--- src/rtl/div_pkg.sv ---
// Shared FSM encodings for the restoring divider.
// Latency: none (types only).
// Backpressure: none (types only).
package div_pkg;

    typedef enum logic [1:0] {
        IDLE = 2'b00,
        LOAD = 2'b01,
        EXEC = 2'b10,
        DONE = 2'b11
    } state_t;

endpackage

--- src/rtl/divider_if.sv ---
// Request/result bundle between a divider client (master) and the divider (slave).
// Latency: none (wires only).
// Backpressure: none; start is only sampled while the divider is idle.
interface divider_if #(
    parameter int N = 4
);
    logic         start;
    logic         ready;
    logic [N-1:0] dividend;
    logic [N-1:0] divisor;
    logic [N-1:0] quotient;
    logic [N-1:0] remainder;
    logic         div_by_zero;

    modport master (
        output start, dividend, divisor,
        input  ready, quotient, remainder, div_by_zero
    );

    modport slave (
        input  start, dividend, divisor,
        output ready, quotient, remainder, div_by_zero
    );
endinterface

--- src/rtl/div_step.sv ---
// One restoring-division iteration: shift {R,Q} left, trial-subtract D, restore on borrow.
// Latency: combinational.
// Backpressure: none.
module div_step #(
    parameter int N = 4
) (
    input  logic [N:0]   i_r,
    input  logic [N-1:0] i_q,
    input  logic [N-1:0] i_d,
    output logic [N:0]   o_r,
    output logic [N-1:0] o_q
);
    logic [2*N:0] w_sh;
    logic [N:0]   w_r_sh;
    logic [N:0]   w_trial;

    assign w_sh    = {i_r, i_q} << 1;
    assign w_r_sh  = w_sh[2*N:N];
    assign w_trial = w_r_sh - {1'b0, i_d};

    // Keep the trial difference only when it did not borrow (sign bit clear).
    always_comb begin
        o_r = w_r_sh;
        o_q = w_sh[N-1:0];
        if (!w_trial[N]) begin
            o_r    = w_trial;
            o_q[0] = 1'b1;
        end
    end
endmodule

--- src/rtl/divider.sv ---
// Unsigned N-bit restoring divider; DIVIDER_ZERO_CHECK_EN adds a divide-by-zero shortcut and flag.
// Latency: N+2 cycles from the start edge to ready (2 cycles for a zero divisor with the shortcut).
// Backpressure: start is ignored while busy; ready is a one-cycle pulse, results hold until next DONE.
module divider
    import div_pkg::*;
#(
    parameter int N = 4
) (
    input  logic      clk,
    input  logic      rst_n,
    divider_if.slave  bus
);
    localparam int CW = $clog2(N + 1);

    state_t        r_state;
    logic [N:0]    r_rem;
    logic [N-1:0]  r_q;
    logic [N-1:0]  r_d;
    logic [CW-1:0] r_cnt;
    logic          r_dz;

    logic [N:0]    w_rem_nxt;
    logic [N-1:0]  w_q_nxt;

    div_step #(.N(N)) u_step (
        .i_r (r_rem),
        .i_q (r_q),
        .i_d (r_d),
        .o_r (w_rem_nxt),
        .o_q (w_q_nxt)
    );

    // Control FSM with datapath registers and registered result outputs.
    always_ff @(posedge clk) begin
        if (!rst_n) begin
            r_state         <= IDLE;
            r_rem           <= '0;
            r_q             <= '0;
            r_d             <= '0;
            r_cnt           <= '0;
            r_dz            <= 1'b0;
            bus.ready       <= 1'b0;
            bus.quotient    <= '0;
            bus.remainder   <= '0;
            bus.div_by_zero <= 1'b0;
        end else begin
            bus.ready <= 1'b0;
            case (r_state)
                IDLE: begin
                    if (bus.start) begin
                        r_state <= LOAD;
                    end
                end
                LOAD: begin
                    // Operands are captured here; later changes on the bus are ignored.
                    r_q   <= bus.dividend;
                    r_d   <= bus.divisor;
                    r_rem <= '0;
                    r_cnt <= CW'(N);
`ifdef DIVIDER_ZERO_CHECK_EN
                    r_dz    <= (bus.divisor == '0);
                    r_state <= (bus.divisor == '0) ? DONE : EXEC;
`else
                    r_dz    <= 1'b0;
                    r_state <= EXEC;
`endif
                end
                EXEC: begin
                    r_rem <= w_rem_nxt;
                    r_q   <= w_q_nxt;
                    r_cnt <= r_cnt - CW'(1);
                    if (r_cnt == CW'(1)) begin
                        r_state <= DONE;
                    end
                end
                DONE: begin
                    // On the shortcut path r_q still holds the untouched dividend.
                    bus.quotient    <= r_dz ? '1 : r_q;
                    bus.remainder   <= r_dz ? r_q : r_rem[N-1:0];
                    bus.div_by_zero <= r_dz;
                    bus.ready       <= 1'b1;
                    r_state         <= IDLE;
                end
                default: r_state <= IDLE;
            endcase
        end
    end
endmodule

--- src/flat_wrapper.sv ---
// flat-port wrapper written by rule: the top's interface ports become plain ports
module divider_flat import div_pkg::*;
#(
    parameter int N = 4
)
  (clk, rst_n, bus_start, bus_dividend, bus_divisor, bus_ready, bus_quotient, bus_remainder, bus_div_by_zero);
  divider_if #(.N(N)) bus_i ();
  input  logic clk;
  input  logic rst_n;
  input wire logic [$bits(bus_i.start)-1:0] bus_start;
  input wire logic [$bits(bus_i.dividend)-1:0] bus_dividend;
  input wire logic [$bits(bus_i.divisor)-1:0] bus_divisor;
  output wire logic [$bits(bus_i.ready)-1:0] bus_ready;
  output wire logic [$bits(bus_i.quotient)-1:0] bus_quotient;
  output wire logic [$bits(bus_i.remainder)-1:0] bus_remainder;
  output wire logic [$bits(bus_i.div_by_zero)-1:0] bus_div_by_zero;
  assign bus_i.start = bus_start;
  assign bus_i.dividend = bus_dividend;
  assign bus_i.divisor = bus_divisor;
  assign bus_ready = bus_i.ready;
  assign bus_quotient = bus_i.quotient;
  assign bus_remainder = bus_i.remainder;
  assign bus_div_by_zero = bus_i.div_by_zero;
  divider #(.N(N)) u_core (.clk(clk), .rst_n(rst_n), .bus(bus_i));
endmodule
--- config.mk ---
export PLATFORM = sky130hd
export DESIGN_NAME = divider_flat
export DESIGN_NICKNAME = d
export VERILOG_FILES = /design/src/rtl/div_pkg.sv /design/src/rtl/divider_if.sv /design/src/rtl/div_step.sv /design/src/rtl/divider.sv /design/src/flat_wrapper.sv
export SDC_FILE = /design/constraint.sdc
export NUM_CORES = 1
export LEC_CHECK = 0
export CAP_MARGIN = 15
export CORE_MARGIN = 2
export CORE_UTILIZATION = 55
export CTS_BUF_LIST = sky130_fd_sc_hd__clkbuf_4
export DETAILED_ROUTE_END_ITERATION = 6
export PLACE_DENSITY = 0.82
export SYNTH_ARGS = -nofsm -noshare
export SYNTH_HDL_FRONTEND = slang
export SYNTH_SLANG_ARGS = --single-unit
--- constraint.sdc ---
create_clock -name clk -period 5 [get_ports clk]
set_input_delay 0.75 -clock clk [delete_from_list [all_inputs] [get_ports clk]]
set_output_delay 0.75 -clock clk [all_outputs]
set_load 0.005 [all_outputs]
* Word-level counts from Yosys, hierarchy flattened
Index checks and enable logic that the tools add are counted.
Storage, ports and cells: flip-flop bits (word level) 26, bits of input ports 11, output and inout port bits 10
Cells by class: $add $sub $neg 2, equal/unequal tests 6, muxes and demuxes 9, reductions and logical operators 3
Operator list (count):
- 4-bit case mux with 2 select lines | 2
- 2-bit case mux with 4 select lines | 1
- 3-bit case mux with 2 select lines | 1
- 5-bit by 4-bit subtractor with 5-bit output | 1
- 2-bit equality test, second input constant | 2
- 2-bit two-way mux | 2
- 4-bit two-way mux | 1
- 3-bit by 1-bit equality test with 1-bit output, second input constant | 1
- 3-bit by 1-bit subtractor with 3-bit output, second input constant | 1
- 2-bit by 1-bit equality test with 1-bit output, second input constant | 1
- 2-bit zero test | 1
- 1-bit two-way mux | 2
- 2-bit by 1-bit != test with 1-bit output, second input constant | 1
- 2-bit != test, second input constant | 1
- 2-bit AND reduction | 1
- 2-bit nonzero test | 1

* Depth between registers and ports, before layout
Gate-level depths: netlist (run 1).
depth after elaboration 3, mapped depth 8

* Cells and area by module
A second synthesis (run 1) with hierarchy kept.
Unflattened totals: cells, all modules 150, area, all modules 1412.6 um^2
By module, submodules not included:
- divider | times used 1, cells each 119, area an instance 1162.4 um^2, sequential area each 540.5 um^2
- div_step | times used 1, cells each 31, area an instance 250.2 um^2, sequential area each 0.0 um^2

* Worst setup path before layout (run 1)
OpenSTA, ideal clock, no wires.
path type register to register, start point reg u_core.r_q[3], end point reg u_core.r_rem[0], data arrival time 1.980 ns, required time 4.930 ns, slack 2.951 ns, stages on the path, launching flop included 9, buffers on the path 0, cell sequence dfxtp_1 inv_1 ha_1 fa_1 nand2b_1 a21oi_2 xor2_2 mux2_2 o21ai_1
On the way: cells in the longest elaborated chain, start to end 3
RTL lines:
- start, declared | line divider.sv:17 | logic [N-1:0] r_q;
- start signal, assigned | line divider.sv:56 | r_q <= bus.dividend;
- start signal, assigned | line divider.sv:70 | r_q <= w_q_nxt;
- 5-bit by 4-bit subtractor with 5-bit output | line div_step.sv:19 | assign w_trial = w_r_sh - {1'b0, i_d};
- 4-bit two-way mux (*) | line div_step.sv:25 | if (!w_trial[N]) begin
- 4-bit case mux with 2 select lines (*) | line divider.sv:48 | case (r_state)
- end signal, assigned | line divider.sv:69 | r_rem <= w_rem_nxt;
- end, declared | line divider.sv:16 | logic [N:0] r_rem;
Mark *: on every way between the ends. The rest lies on a longest branch, timed or not. A chain may end at the register's enable or synchronous reset.

* Worst setup path in the final report (run 1)
Same ends and word-level chain as after synthesis.

==> qor.csv, run 1 <==
metric;value;unit
Fillers;194;
routed wire length;2.46;mm
HP Class;reg -> reg;
PostCTS Resize Cnt;0;
HPWL Detailed;1.85;mm
Post-synth EDFFs;0;
I/O Buffers;19;
CTS tree;done;
clk_lat worst skew;310;ps
Worst Skew;4.58;ps
Yosys cell types;27;
first-pass GRT wire length;4.37;mm
total CTS buffers;3;
Slew Limit Fails;0;
Final Hold Viols;0;
leakage;0.584;nW
crit path kind;reg -> reg;
htree depth;1;
Tot Pwr;707;uW
I/O pins;21;
Die X;52.5;um
yosys warns;0;
Peak Freq;428;MHz
post-synthesis sequential area ratio;40.2;%
Clock Sinks;26;
Root Buffer;clkbuf_4;
Non-Filler Instances;179;
DIE AREA;2760;um^2
Slew @ Worst Pin;669;ps
post-synth top area share;40.2;%
max-cap violation count;0;
Overflow after GRT;0;
register area;520;um^2
fraction of layout cells with a size suffix above 1;5.96;%
final instance area;1540;um^2
Nets;174;
detailed-router iteration count before antenna repair;4;
CP arrival;2590;ps
largest net degree at the start of global routing;25;
post-CTS setup buffer count;0;
ANT nets after route;0;
relative slew slack;55.2;%
Worst setup EP type;flip-flop;
endpoints failing setup;0;
CP Data Required Time;5260;ps
period utilization;46.8;%
status;finished clean;
Multi-input gate area;703;um^2
dpl cells;175;
worst hold path stage count;2;
FP Rows;17;
Tot GR Track Use;21.5;%
ys flop type;dfxtp_1;
DP Area;1490;um^2
vias;946;
GPL Wtd Cong;0.689;
Worst Path Max Fanout;5;
Layout area overhead;18.7;%
synthesized area;1300;um^2
Ant. Diodes;0;
vias per cell;5.28;
initial antenna violation count;0;
DR WL/cell;13.7;um
TNS Setup;0;ps
RSZ-0062 raised after global routing;no;
Die Y;52.5;um
worst vdd ir;0.440;mV
Reg2Reg Depth;8;
post-synthesis net count;158;
Hold Buf Count CTS;0;
Cells after Synth;136;
vias in the first global route;1006;
fin util;69.6;%
Power Dens Cells;459;nW/um^2
Worst setup SP type;flip-flop;
Yosys top cell by area;dfxtp_1;
core area;2210;um^2
final period demand of the worst path;2340;ps
syn_area_per_cell;9.53;um^2
Detailed Route Iter0 Violations;13;
FF+latch count, synth;26;
Starting Density;58.6;%
Synth area leaders;dfxtp_1 40%, mux2i_1 13%, ha_1 9.7%, nor2b_1 7.2%, inv_1 2.9%;
Synth async-reset ratio;0;%
clock buffer depth;2;
DRC Markers;0;
Reg clk slew, reported paths;140;ps
[registers in the layout, summed over array words and instances (netlist names)]
register and cells:
u_core.bus.quotient 4, u_core.bus.remainder 4, u_core.r_d 4, u_core.r_q 4
u_core.r_rem 4, u_core.r_cnt 3, u_core.r_state 2, u_core.bus.ready 1
[path summary, 6_finish.rpt]
check             slack, ps                          from                            to
setup reg to reg       2660    u_core.r_q[3]$_SDFFE_PN0P_  u_core.r_rem[0]$_SDFFE_PN0P_
setup / recovery       2660    u_core.r_q[3]$_SDFFE_PN0P_  u_core.r_rem[0]$_SDFFE_PN0P_
hold reg to reg         520  u_core.r_rem[1]$_SDFFE_PN0P_  u_core.r_rem[1]$_SDFFE_PN0P_
hold / removal          520  u_core.r_rem[1]$_SDFFE_PN0P_  u_core.r_rem[1]$_SDFFE_PN0P_
[critical path: stages, from the launching register on]
cell	delay [ps]
dfxtp_1	390
inv_1	70
ha_1	210
fa_1	410
nand2b_1	190
a21oi_2	180
xor2_2	330
mux2_2	390
o21ai_1	120
[per-layer routing]
layer,vias to the layer above,routed length (um),GRT usage [%]
met5,-,0,0
met4,0,40,9.40
met3,4,100,4.00
met2,24,1260,37.1
met1,446,1060,25.8
li1,472,-,-
[placed cells by master, fill, tap and decap left out]
cell              n
a21boi_0          1
a21oi_1           4
a21oi_2           1
and2_1            3
bufinv_16         1
clkbuf_4          3
clkdlybuf4s50_1  19
conb_1            1
dfxtp_1          26
fa_1              1
ha_1             10
inv_1            10
mux2_2            2
mux2i_1          17
nand2_1          10
nand2b_1          3
nand3_1           3
nor2_1            4
nor2b_1          15
o211a_1           3
o21ai_0           5
o21ai_1           4
o221a_2           1
o22ai_1           1
xnor2_1           1
xor2_1            1
xor2_2            1
[logic make-up after synthesis]
| group | Yosys count | share of synthesized area (%) |
|---|---|---|
| compound gates | 20 | 9.94 |
| xor+xnor | 3 | 2.61 |
| fa+ha+maj | 11 | 11.2 |
| buf+inv | 18 | 5.60 |
| flops | 26 | 40.2 |
| mux | 19 | 14.9 |
| other cells | 1 | 0.289 |
| simple gates | 38 | 15.3 |
[Yosys cell counts (2+ instances only)]
cell       n
a21oi_1    4
and2_1     3
clkbuf_1   6
dfxtp_1   26
ha_1      10
inv_1     10
mux2_2     2
mux2i_1   17
nand2_1   10
nand2b_1   3
nand3_1    3
nor2_1     4
nor2b_1   15
o211a_1    3
o21ai_0    5
o21ai_1    4
[per-stage QoR]
step	setup WS, ps	hold slack (ps)
2_1_floorplan	2950	454
3_3_place_gp	2800	477
3_5_place_dp	2690	492
4_1_cts	2650	513
5_1_grt	2530	543
6_report	2660	517
[power by group]
group	internal [mW]	leakage [nW]	switching (mW)
Combinational	0.136	0.345	0.159
Clock	0.0810	0.0279	0.0601
Sequential	0.244	0.212	0.0270
[layout make-up]
type | instances | share of cell area [%]
flip-flops and latches | 26 | 33.8
clock inverters | 1 | 1.95
clock buffers | 3 | 1.46
inverters | 10 | 2.44
multi-input cells | 92 | 45.7
repair buffers | 19 | 12.4
well taps | 28 | 2.28
Note: power is estimated with default switching activity, not from simulation.
==> run 2: changes to the inputs <==
--- a/config.mk
+++ b/config.mk
@@ -7,10 +7,10 @@
 export LEC_CHECK = 0
 export CAP_MARGIN = 15
 export CORE_MARGIN = 2
-export CORE_UTILIZATION = 55
+export CORE_UTILIZATION = 49
 export CTS_BUF_LIST = sky130_fd_sc_hd__clkbuf_4
 export DETAILED_ROUTE_END_ITERATION = 6
-export PLACE_DENSITY = 0.82
+export PLACE_DENSITY = 0.77
 export SYNTH_ARGS = -nofsm -noshare
 export SYNTH_HDL_FRONTEND = slang
 export SYNTH_SLANG_ARGS = --single-unit
==> constraint.sdc (replaced) <==
create_clock -name clk -period 2.15 [get_ports clk]
set_input_delay 0.3225 -clock clk [delete_from_list [all_inputs] [get_ports clk]]
set_output_delay 0.3225 -clock clk [all_outputs]
set_load 0.005 [all_outputs]
==> qor.csv, run 2 (synthesized netlist as in run 1, its figures left out) <==
metric;value;unit;change
status;finished clean;;unchanged
Peak Freq;495;MHz;was 428 MHz
detailed-router iteration count before antenna repair;4;;unchanged
Clock Sinks;26;;unchanged
Worst setup EP type;flip-flop;;unchanged
Tot Pwr;1.61;mW;was 707 uW
TNS Setup;0;ps;unchanged
Reg2Reg Depth;9;;was 8
Slew @ Worst Pin;509;ps;was 669 ps
fin util;63.0;%;was 69.6%
fraction of layout cells with a size suffix above 1;10.9;%;was 5.96%
critical path's slowest cell;dfxtp_2;;was fa_1
leakage;0.598;nW;was 0.584 nW
DRC Markers;0;;unchanged
DP Area;1500;um^2;was 1490 um^2
Slew Limit Fails;0;;unchanged
Buf+Inv Stages, Crit Path;2;;was 1
initial antenna violation count;0;;unchanged
Multi-input gate area;723;um^2;was 703 um^2
DR WL/cell;12.4;um;was 13.7 um
clock buffer depth;2;;unchanged
CP Data Required Time;2370;ps;was 5260 ps
dpl cells;179;;was 175
worst-path cell chain;inv_1, ha_2, fa_2, nand2b_4, a21oi_4, xor2_2, buf_4, mux2i_1, o21ai_1;;was inv_1, ha_1, fa_1, nand2b_1, a21oi_2, xor2_2, mux2_2, o21ai_1
worst hold path stage count;2;;unchanged
endpoints failing setup;0;;unchanged
vias per cell;5.27;;was 5.28
Reg clk slew, reported paths;130;ps;was 140 ps
Final Hold Viols;0;;unchanged
register area;522;um^2;was 520 um^2
DIE AREA;3070;um^2;was 2760 um^2
delay-heaviest family, CP;adder cells;;unchanged
Levels on crit path;9;;was 8
htree depth;1;;unchanged
relative slew slack;66.1;%;was 55.2%
leading cell type in the layout, fill and taps excluded;dfxtp_1;;unchanged
final instance area;1570;um^2;was 1540 um^2
period utilization;94.0;%;was 46.8%
clk_lat worst skew;320;ps;was 310 ps
Tot GR Track Use;16.6;%;was 21.5%
first-pass GRT wire length;4.18;mm;was 4.37 mm
Clock power frac;13.0;%;was 20.0%
sequential share of power;39.2;%;was 38.3%
P_int;1.03;mW;was 460 uW
Layout area overhead;21.4;%;was 18.7%
Hold Buf Count CTS;0;;unchanged
Detailed Route Iter0 Violations;12;;was 13
Die X;55.4;um;was 52.5 um
GPL Wtd Cong;0.867;;was 0.689
Power Dens Cells;1020;nW/um^2;was 459 nW/um^2
worst vdd ir;0.514;mV;was 0.440 mV
ANT nets after route;0;;unchanged
CTS tree;done;;unchanged
core area;2500;um^2;was 2210 um^2
Logic pwr share;47.8;%;was 41.7%
total CTS buffers;3;;unchanged
Non-Filler Instances;186;;was 179
CP arrival;2240;ps;was 2590 ps
Starting Density;51.9;%;was 58.6%
Fillers;213;;was 194
CP peak stage delay;360;ps;was 410 ps
Die Y;55.4;um;was 52.5 um
Ant. Diodes;0;;unchanged
most frequent cells in the layout;25 x dfxtp_1, 19 x clkdlybuf4s50_1, 17 x mux2i_1, 15 x nor2b_1;;was 26 x dfxtp_1, 19 x clkdlybuf4s50_1, 17 x mux2i_1, 15 x nor2b_1
Nets;179;;was 174
Worst setup SP type;flip-flop;;unchanged
switch share;36.2;%;was 34.9%
vias;980;;was 946
crit path kind;reg -> reg;;unchanged
RSZ-0062 raised after global routing;no;;unchanged
final period demand of the worst path;2020;ps;was 2340 ps
HPWL Detailed;1.75;mm;was 1.85 mm
vias in the first global route;995;;was 1006
routed wire length;2.31;mm;was 2.46 mm
Overflow after GRT;0;;unchanged
HP Class;reg -> reg;;unchanged
largest net degree at the start of global routing;18;;was 25
Sw Pwr;583;uW;was 246 uW
I/O Buffers;19;;unchanged
FP Rows;18;;was 17
Root Buffer;clkbuf_4;;unchanged
max-cap violation count;0;;unchanged
Worst Path Max Fanout;4;;was 5
Worst Skew;10.8;ps;was 4.58 ps
I/O pins;21;;unchanged
[run 2: final timing paths]
kind                           startpoint                           end  slack [ps]
min reg2reg  u_core.r_rem[0]$_SDFFE_PN0P_  u_core.r_rem[0]$_SDFFE_PN0P_         500
max            u_core.r_q[3]$_SDFFE_PN0P_  u_core.r_rem[3]$_SDFFE_PN0P_         130
max reg2reg    u_core.r_q[3]$_SDFFE_PN0P_  u_core.r_rem[3]$_SDFFE_PN0P_         130
min          u_core.r_rem[0]$_SDFFE_PN0P_  u_core.r_rem[0]$_SDFFE_PN0P_         500
[run 2: power by group through the flow]
stage	clock network, mW	registers, mW	logic, mW
after global routing	0.233	0.640	0.860
after detailed placement	0	0.640	0.695
after CTS	0.221	0.630	0.720
after floorplan	0	0.622	0.551
final	0.210	0.630	0.769
after global placement	0	0.635	0.665
[run 2: tightest hold or removal path: stages (launching register included)]
cell	delay (ps)
dfxtp_1	360
nand2_1	60
o21ai_1	50
[run 2: timing repair]
action                     4_1_cts  5_1_grt
pin swaps                        0        2
buffers inserted                 1        2
setup endpoints to repair        4        5
resized for setup                1        4
[run 2: through the flow]
stage               hold WS (ps)  setup slack (ps)
floorplan                    451               101
global placement             477               107
detailed placement           486              12.8
CTS                          505              34.9
global route                 518              19.7
finish                       501               129
[run 2: final cells by class]
class | count | area share (%)
multi-input cells | 92 | 45.9
well taps | 30 | 2.38
clock buffers | 3 | 1.43
clock inverters | 1 | 0.238
flip-flops and latches | 26 | 33.1
inverters | 10 | 2.38
repair buffers | 24 | 14.5
[run 2: per-layer routing]
metal / up-vias / wire, um / global-route usage, %
li1: 489 / - / -
met1: 457 / 1100 / 21.6
met2: 29 / 1070 / 27.2
met3: 5 / 97 / 2.58
met4: 0 / 46 / 7.32
met5: - / 0 / 0
==> run 3: changes to the inputs <==
--- a/config.mk
+++ b/config.mk
@@ -7,10 +7,11 @@
 export LEC_CHECK = 0
 export CAP_MARGIN = 15
 export CORE_MARGIN = 2
-export CORE_UTILIZATION = 49
+export CORE_UTILIZATION = 59
 export CTS_BUF_LIST = sky130_fd_sc_hd__clkbuf_4
 export DETAILED_ROUTE_END_ITERATION = 6
-export PLACE_DENSITY = 0.77
+export PLACE_DENSITY = 0.87
+export SLEW_MARGIN = 20
 export SYNTH_ARGS = -nofsm -noshare
 export SYNTH_HDL_FRONTEND = slang
 export SYNTH_SLANG_ARGS = --single-unit
==> constraint.sdc (replaced) <==
create_clock -name clk -period 2.4 [get_ports clk]
set_input_delay 0.36 -clock clk [delete_from_list [all_inputs] [get_ports clk]]
set_output_delay 0.36 -clock clk [all_outputs]
set_load 0.005 [all_outputs]
==> qor.csv, run 3 (synthesized netlist as in run 1, its figures left out) <==
metric;value;unit;change
status;finished clean;;unchanged
WHS;504;ps;was 501 ps
Die X;50.9;um;was 55.4 um
Critical path origin;u_core.r_q[3]$_SDFFE_PN0P_;;unchanged
DR WL/cell;13.0;um;was 12.4 um
clk_lat worst skew;330;ps;was 320 ps
Worst Path Max Fanout;4;;unchanged
GPL Wtd Cong;0.742;;was 0.867
Worst setup EP type;flip-flop;;unchanged
Overflow after GRT;0;;unchanged
CP Data Required Time;2670;ps;was 2370 ps
Detailed Route Iter0 Violations;12;;unchanged
Tot Pwr;1.52;mW;was 1.61 mW
Hold EP;u_core.r_rem[0]$_SDFFE_PN0P_;;unchanged
Fillers;144;;was 213
CP arrival;2450;ps;was 2240 ps
fraction of layout cells with a size suffix above 1;7.79;%;was 10.9%
DP Area;1490;um^2;was 1500 um^2
Tot GR Track Use;21.5;%;was 16.6%
leading cell type in the layout, fill and taps excluded;dfxtp_1;;unchanged
P_int;993;uW;was 1.03 mW
switch share;34.7;%;was 36.2%
routed wire length;2.35;mm;was 2.31 mm
final period demand of the worst path;2180;ps;was 2020 ps
TNS Setup;0;ps;unchanged
Logic pwr share;43.1;%;was 47.8%
fin util;77.2;%;was 63.0%
ANT nets after route;0;;unchanged
Peak Freq;459;MHz;was 495 MHz
final worst slack;220;ps;was 129 ps
worst vdd ir;0.691;mV;was 0.514 mV
worst reg2reg setup slack;220;ps;was 130 ps
Slew Limit Fails;0;;unchanged
critical path's slowest cell;fa_1;;was dfxtp_2
Sw Pwr;527;uW;was 583 uW
CTS tree;done;;unchanged
Clock Sinks;26;;unchanged
Final Hold Viols;0;;unchanged
worst-path cell chain;inv_1, ha_1, fa_1, nand2b_1, a21oi_2, xor2_2, mux2_2, o21ai_1;;was inv_1, ha_2, fa_2, nand2b_4, a21oi_4, xor2_2, buf_4, mux2i_1, o21ai_1
sequential share of power;37.0;%;was 39.2%
DIE AREA;2590;um^2;was 3070 um^2
Reg clk slew, reported paths;140;ps;was 130 ps
pre-CTS setup slack;194;ps;was 12.8 ps
period utilization;90.8;%;was 94.0%
FP Rows;16;;was 18
Nets;177;;was 179
vias in the first global route;941;;was 995
Slew @ Worst Pin;511;ps;was 509 ps
detailed-router iteration count before antenna repair;4;;unchanged
Root Buffer;clkbuf_4;;unchanged
final instance area;1560;um^2;was 1570 um^2
Hold Path Origin;u_core.r_rem[0]$_SDFFE_PN0P_;;unchanged
Die Y;50.9;um;was 55.4 um
DRC Markers;0;;unchanged
largest net degree at the start of global routing;18;;unchanged
Starting Density;64.1;%;was 51.9%
Clock power frac;19.9;%;was 13.0%
initial antenna violation count;0;;unchanged
htree depth;1;;unchanged
Ant. Diodes;0;;unchanged
total CTS buffers;3;;unchanged
max-cap violation count;0;;unchanged
Worst Skew;8.15;ps;was 10.8 ps
HPWL Detailed;1.70;mm;was 1.75 mm
clock buffer depth;2;;unchanged
most frequent cells in the layout;26 x dfxtp_1, 19 x clkdlybuf4s50_1, 17 x mux2i_1, 15 x nor2b_1;;was 25 x dfxtp_1, 19 x clkdlybuf4s50_1, 17 x mux2i_1, 15 x nor2b_1
PostCTS Resize Cnt;0;;was 1
leakage;0.597;nW;was 0.598 nW
dpl cells;175;;was 179
first-pass GRT wire length;4.00;mm;was 4.18 mm
RSZ-0062 raised after global routing;no;;unchanged
Hold Buf Count CTS;0;;unchanged
Worst setup SP type;flip-flop;;unchanged
I/O Buffers;19;;unchanged
HP Class;reg -> reg;;unchanged
Non-Filler Instances;181;;was 186
crit path kind;reg -> reg;;unchanged
relative slew slack;65.9;%;was 66.1%
RR Endpoint;u_core.r_rem[0]$_SDFFE_PN0P_;;was u_core.r_rem[3]$_SDFFE_PN0P_
I/O pins;21;;unchanged
vias;966;;was 980
Power Dens Cells;974;nW/um^2;was 1020 nW/um^2
worst hold path stage count;2;;unchanged
Reg2Reg Depth;8;;was 9
CP peak stage delay;410;ps;was 360 ps
worst r2r src;u_core.r_q[3]$_SDFFE_PN0P_;;unchanged
vias per cell;5.34;;was 5.27
Layout area overhead;20.4;%;was 21.4%
endpoints failing setup;0;;unchanged
core area;2020;um^2;was 2500 um^2
## run 3: worst max path at each step
stage / end / slack [ps] / cells past startpoint
2_1_floorplan: u_core.r_rem[0]$_SDFFE_PN0P_ / 350 / 8
3_3_place_gp: u_core.r_rem[1]$_SDFFE_PN0P_ / 290 / 8
3_5_place_dp: u_core.r_rem[1]$_SDFFE_PN0P_ / 190 / 8
4_1_cts: u_core.r_rem[0]$_SDFFE_PN0P_ / 150 / 8
5_1_grt: u_core.r_rem[0]$_SDFFE_PN0P_ / 80 / 8
6_report: u_core.r_rem[0]$_SDFFE_PN0P_ / 220 / 8
## run 3: area by class of cell
type	instances	area (um^2)	share of cell area (%)
timing repair buffer	22	213	13.6
clock inverter	1	30.0	1.92
tap	27	33.8	2.17
clock buffer	3	22.5	1.44
multi-input combinational	92	703	45.1
inverter	10	37.5	2.41
sequential	26	520	33.4
## run 3: power groups by stage
stage,combinational [mW],sequential [mW],clock (mW)
2_1_floorplan,0.493,0.557,0
3_3_place_gp,0.573,0.567,0
3_5_place_dp,0.604,0.574,0
4_1_cts,0.610,0.564,0.309
5_1_grt,0.733,0.573,0.320
6_report,0.655,0.563,0.302
## run 3: worst max-delay path: cells and delay by family (launching register included)
kind,cells,cell delay [ps]
AO/OA/AOI/OAI,2,290
XOR/XNOR,1,240
adder cells (fa/ha/maj),2,610
buffers and inverters,1,70
flip-flops,1,380
multiplexers,1,370
AND/OR/NAND/NOR,1,180
## run 3: metal layers
| metal | global-route usage, % | vias up | share of wire (%) |
|---|---|---|---|
| met3 | 6.43 | 4 | 6.0 |
| met4 | 10.8 | 0 | 1.7 |
| met2 | 36.2 | 28 | 46 |
| met5 | 0 | - | 0 |
| met1 | 24.7 | 450 | 46 |
| li1 | - | 484 | - |
## run 3: what timing repair did
| action | 4_1_cts | 5_1_grt |
|---|---|---|
| endpoints found under the setup margin | 0 | 1 |
| setup buffers | 0 | 2 |
| hold endpoints to repair | 0 | 0 |
